<file path="config.mk">
export PLATFORM = sky130hd
export DESIGN_NAME = bin2therm_dwa
export DESIGN_NICKNAME = d
export VERILOG_FILES = /design/src/rtl/bin2therm_dwa.sv
export SDC_FILE = /design/constraint.sdc
export NUM_CORES = 1
export LEC_CHECK = 0
export CORE_MARGIN = 1.5
export CORE_UTILIZATION = 25
export DETAILED_ROUTE_END_ITERATION = 12
export PLACE_DENSITY = 0.48
export SLEW_MARGIN = 20
export SYNTH_ARGS = -nofsm -noshare
export SYNTH_HDL_FRONTEND = slang
export SYNTH_SLANG_ARGS = --single-unit
export TNS_END_PERCENT = 30
</file>
<file path="constraint.sdc">
create_clock -name clk -period 3.6 [get_ports clk]
set_input_delay 0.72 -clock clk [delete_from_list [all_inputs] [get_ports clk]]
set_output_delay 0.72 -clock clk [all_outputs]
set_load 0.02 [all_outputs]
</file>
<file path="src/rtl/bin2therm_dwa.sv">
// bin2therm_dwa: registered binary-to-thermometer encoder with optional DWA rotation
module bin2therm_dwa #(
  parameter int NBIT = 5,
  localparam int NELEM = 2**NBIT - 1
) (
  input  logic             clk,
  input  logic             rst,
  input  logic             en,
  input  logic             mode,
  input  logic [NBIT-1:0]  in,
  output logic [NELEM-1:0] out,
  output logic             out_valid,
  output logic [NBIT-1:0]  ptr
);
  localparam logic [NBIT:0] NE = (NBIT+1)'(NELEM);
  logic [NELEM-1:0] nxt;
  logic [NBIT:0]    sum;
  logic [NBIT-1:0]  wrap;
  assign sum  = {1'b0, ptr} + {1'b0, in};
  assign wrap = NBIT'(sum >= NE ? sum - NE : sum);
  // element k is on when its distance past ptr (mod NELEM) falls inside the code
  always_comb begin
    nxt = '0;
    for (int k = 0; k < NELEM; k++)
      nxt[k] = mode ? ((k >= int'(ptr) ? k - int'(ptr) : k + NELEM - int'(ptr)) < int'(in))
                    : (k < int'(in));
  end
  always_ff @(posedge clk) begin
    if (rst) begin
      out       <= '0;
      out_valid <= 1'b0;
      ptr       <= '0;
    end else begin
      out_valid <= en;
      if (en) begin
        out <= nxt;
        ptr <= mode ? wrap : '0;
      end
    end
  end
endmodule

</file>
# Word-level counts from Yosys, hierarchy flattened
# Index checks and enable logic that the tools add are counted.
# classes
addsub,64
magnitude_cmp,94
n_mux,64
# ops
op,n
less-than comparator 32 x 6 -> 1 bit,31
2-to-1 mux 32 bit,31
"subtractor 6 x 5 -> 7 bit, first input constant",30
"subtractor 5 x 5 -> 6 bit, first input constant",16
"greater-or-equal comparator 5 bit, first input constant",15
"less-than comparator 5 bit, first input constant",15
"subtractor 4 x 5 -> 6 bit, first input constant",8
"greater-or-equal comparator 4 x 5 -> 1 bit, first input constant",8
"less-than comparator 4 x 5 -> 1 bit, first input constant",8
2-to-1 mux 1 bit,31
"subtractor 3 x 5 -> 6 bit, first input constant",4
"greater-or-equal comparator 3 x 5 -> 1 bit, first input constant",4
"less-than comparator 3 x 5 -> 1 bit, first input constant",4
"subtractor 1 x 5 -> 6 bit, first input constant",2
"subtractor 2 x 5 -> 6 bit, first input constant",2
"greater-or-equal comparator 1 x 5 -> 1 bit, first input constant",2
"greater-or-equal comparator 2 x 5 -> 1 bit, first input constant",2
"less-than comparator 1 x 5 -> 1 bit, first input constant",2
"less-than comparator 2 x 5 -> 1 bit, first input constant",2
2-to-1 mux 5 bit,2
adder 5 x 5 -> 6 bit,1
"greater-or-equal comparator 6 x 5 -> 1 bit, second input constant",1
"subtractor 5 bit, second input constant",1
# totals
ff_bits,37
out_inout_bits,37
wordCells,225

# Longest topological paths before layout
# logic_depth
depth_word,4
depth_mapped,18
mapped_depth_nobuf,16

# Worst setup path before layout
# Ideal clock, no wire load.
# synth_path
path_type,flip-flop to flip-flop
startpoint,register ptr[4]
endpoint,register out[1]
setup_time_ps,86
t_arrival_ps,3924
required_ps,3514
setup_slack_ps,-410
path_stages_with_launch,16
path_buffers,5
synth_period_minus_slack_ps,4010
cell_sequence,dfxtp_1 -> buf_6 -> buf_6 -> inv_2 -> clkbuf_1 -> ha_1 -> clkbuf_1 -> clkbuf_1 -> nand3_1 -> nand2_1 -> mux2_2 -> ha_1 -> a21o_1 -> a211o_1 -> a211o_1 -> a211oi_1
# synth_via
elab_chain_cells,4
word_cells_on_any_way,6
cone_classes,add/sub: 2; order compare: 2; mux: 2
# synth_rtl
item,line_no,text
start: declaration,13,output logic [NBIT-1:0] ptr
start signal: assignment,37,ptr <= mode ? wrap : '0;
"subtractor 6 x 5 -> 7 bit, or another cell as far along",25,nxt[k] = mode ? ((k >= int'(ptr) ? k - int'(ptr) : k + NELEM - int'(ptr)) < int'(in))
2-to-1 mux 32 bit (*),25,
less-than comparator 32 x 6 -> 1 bit (*),25,
2-to-1 mux 1 bit (*),25,
end signal: assignment,36,out <= nxt;
end: declaration,11,"output logic [NELEM-1:0] out,"
# Mark *: on every way between the ends. The rest lies on a longest branch, timed or not.
# A chain may end at the register's enable or synchronous reset.

# Worst setup path in the final report
# layout_path
startpoint,register ptr[2]
endpoint,register out[8]
# layout_via
elab_chain_cells,4
word_cells_on_any_way,6
cone_classes,add/sub: 2; order compare: 2; mux: 2
# layout_rtl
item,line_no
"subtractor 6 x 5 -> 7 bit, or another cell as far along",25
2-to-1 mux 32 bit (*),25
less-than comparator 32 x 6 -> 1 bit (*),25
2-to-1 mux 1 bit (*),25
# Marked as above.

==> summary.md <==
| Metric | Value |
|---|---|
| GRT Residual Overflow | 0 |
| Post-synth EDFFs | 0 |
| Avg WL per Cell | between 20 and 25 um |
| Unrepaired setup endpoints after global routing | false |
| Antenna violations before repair | 0 |
| CP max FO | 8 |
| Vias | 9425 |
| Largest area contributor in the netlist | ha_1 |
| Starting Density | between 20% and 30% |
| YS warnings | 0 |
| Clock Sinks | 37 |
| DIE AREA | around 0.035 mm^2 |
| Net Sw Frac | 49.2% |
| Worst Path Required | 3.74 ns |
| DR iter-0 viols | 877 |
| FMAX | 293 MHz |
| Internal power | 1.54 mW |
| Yosys reg bits | 37 |
| Combinational share of power | 68.3% |
| Hold buffers post-CTS | 0 |
| Crit share post-route | 94.7% |
| PD cells | 300 mW/mm^2 |
| Clock root cell | clkbuf_16 |
| Crit path kind | reg2reg |
| Worst-path clk slew | 0.07 ns |
| Crit start category | flop |
| Die Wd | 187 um |
| GPL Wtd Cong | 0.900 |
| DR vias/cell | 5.56 |
| Synthesized instance count | around 1200 |
| R2R depth | 14 |
| Tmin final | 3.41 ns |
| Slew @ Worst Pin | 0.701 ns |
| Count of pins over their slew limit | 0 |
| Pleak | around 4.3 nW |
| Clk pwr share | between 10% and 20% |
| Setup ws final | 0.191 ns |
| Dpl hpwl | 28700 um |
| Commonest cells post-synth | ha_1 (158), nand2_1 (122), a21oi_1 (114) |
| H-Tree Depth | 2 |
| Sequential fraction of the synthesis area | under 10% |
| Setup tns final | 0 ns |
| Worst IR Drop VDD | 183 uV |
| First drt pass iteration count | 5 |
| Post-route DRC | 0 |
| Post-synth top area share | between 20% and 30% |
| Max-cap violations | 0 |
| Sw power | about 1.5 mW |
| Largest net degree at the start of global routing | 36 |
| Startpoint of the worst register-to-register path | ptr[2] |
| Total Routed Length | 38500 um |
| Num CTS Buffers | 5 |
| Num rows | 67 |
| Status | completed |
| First-pass GRT wire length | 58000 um |
| # Post-CTS Setup Buffers | 0 |
| Hold path endpoint | out[0] |
| Bufs on Longest Clock Path | 2 |
| Setup-failing EPs final | 0 |
| Routed Antenna Nets | 0 |
| Ranking of synthesized cells by area | ha_1 (23%), dfxtp_1 (8.8%), a21oi_1 (6.8%) |
| Layout Nets | 1414 |
| Count of cell types in the netlist | 82 |
| Mapped Nets | 1336 |
| Hold path depth | 2 |
| FF-to-FF End | out[8] |
| Worst-Skew Late Latency | 0.30 ns |
| Clock skew | 0.00756 ns |
| Area grow syn2layout | 19.6% |
| Worst setup EP type | flop |
| # diodes | 0 |
| Max_slew headroom | 52.8% |
| Post-synthesis async set-or-reset flop share | 0% |
| Share of post-route cells with drive strength above 1 | 12.1% |
| Post-synthesis cell area | 0.00842 mm^2 |
| Hold_sp | out[0] |
| Hold Fails Final Rpt | 0 |
| Post-CTS sizing | 0 |
| Aggregate global-route resource usage | 21.6% |
| Worst Path Arrival | 3.55 ns |
| Die Y | 187 um |
| Ports | 46 |
| Hold slack | 0.490 ns |
| Sequential Power Share | 16.2% |
| Syn_area_per_cell | 7.21 um^2 |
| Core footprint | around 0.033 mm^2 |
| Ys flop type | dfxtp_1 |
| Number of global-route vias before repair | 8965 |
| Pre-CTS WS | 0.298 ns |
| Worst R2R Setup Slack | 0.19 ns |
| Port-buffer cells | 45 |
| TritonCTS clock tree | yes |
| Worst Hold Class | reg2reg |
| Top-count cell post-synth | ha_1 |
==> layer usage <==
layer / global-route usage, % / wire length (um) / up-vias
met1: 30.8 / 17900 / 4492
li1: - / - / 4474
met5: 0 / 0 / -
met4: 6.08 / 1020 / 0
met3: 1.52 / 2540 / 54
met2: 34.9 / 17000 / 405
==> cell type report <==
class | instances | area [um^2]
fillers | 3665 | 23300
multi-input cells | 1022 | 7220
repair buffers | 145 | 1280
flip-flops and latches | 37 | 744
well taps | 448 | 561
inverters | 35 | 131
clock buffers | 5 | 125
clock inverters | 3 | 17.5
==> flip-flops by register name (all words and copies together) (netlist names) <==
name	count
out	31
ptr	5
out_valid	1
==> per-stage QoR <==
step	cells	total power [mW]	cell area [um^2]	utilization, %
6_report	1695	3.03	10100	30.2
5_1_grt	1695	3.25	10100	30.2
4_1_cts	1695	3.00	10100	30.2
3_5_place_dp	1687	2.52	9920	29.7
3_3_place_gp	1687	2.51	9920	29.7
2_1_floorplan	1168	1.79	8420	-
==> cells by family (layout without fill, tap and decap cells) <==
family          Yosys count  in the layout  synth area share, %
simple gates            351            351                 19.5
mux                      31             31                 3.83
fa+ha+maj               159            159                 23.7
buf+inv                 109            188                 5.59
compound gates          415            415                 31.7
flops                    37             37                 8.80
xor+xnor                 66             66                 6.87
==> power by group through the flow <==
stage                     clock network [mW]  registers [mW]  logic (mW)
after detailed placement                   0           0.501        2.02
final                                  0.468           0.491        2.07
after global placement                     0           0.500        2.01
after global routing                   0.487           0.495        2.27
after CTS                              0.476           0.492        2.04
after floorplan                            0           0.547        1.25
==> layout by cell type, fill, tap and decap left out, types with 32 or more instances in the layout <==
cell type	synthesis	layout
a21oi_1	114	114
o21ai_0	101	101
clkdlybuf4s50_1	0	45
ha_1	158	158
dfxtp_1	37	34
xnor2_1	62	62
nand3_1	32	32
nand2_1	122	122
nor2_1	90	90
buf_4	4	94
==> critical path, stage by stage (launching register included) <==
cell and delay (ns):
dfxtp_1 0.48, inv_2 0.16, ha_1 0.34, buf_4 0.19, and3b_1 0.20, nor2_1 0.24
nor2_1 0.09, xnor2_1 0.16, ha_1 0.29, o21a_1 0.10, o21ai_0 0.06, a31oi_1 0.14
o21ai_0 0.10, a211oi_1 0.57, a2111oi_0 0.13
==> worst max-delay path by stage <==
stage,depth (start not counted),from,slack [ns],to
after floorplan,16,ptr[4],0.07,out[12]
after global placement,11,in[1],0.32,out[8]
after detailed placement,14,ptr[2],0.30,out[8]
after CTS,14,ptr[2],0.27,out[8]
after global routing,17,ptr[3],0.02,out[22]
final,14,ptr[2],0.19,out[8]
(Power assumes the default switching activity.)
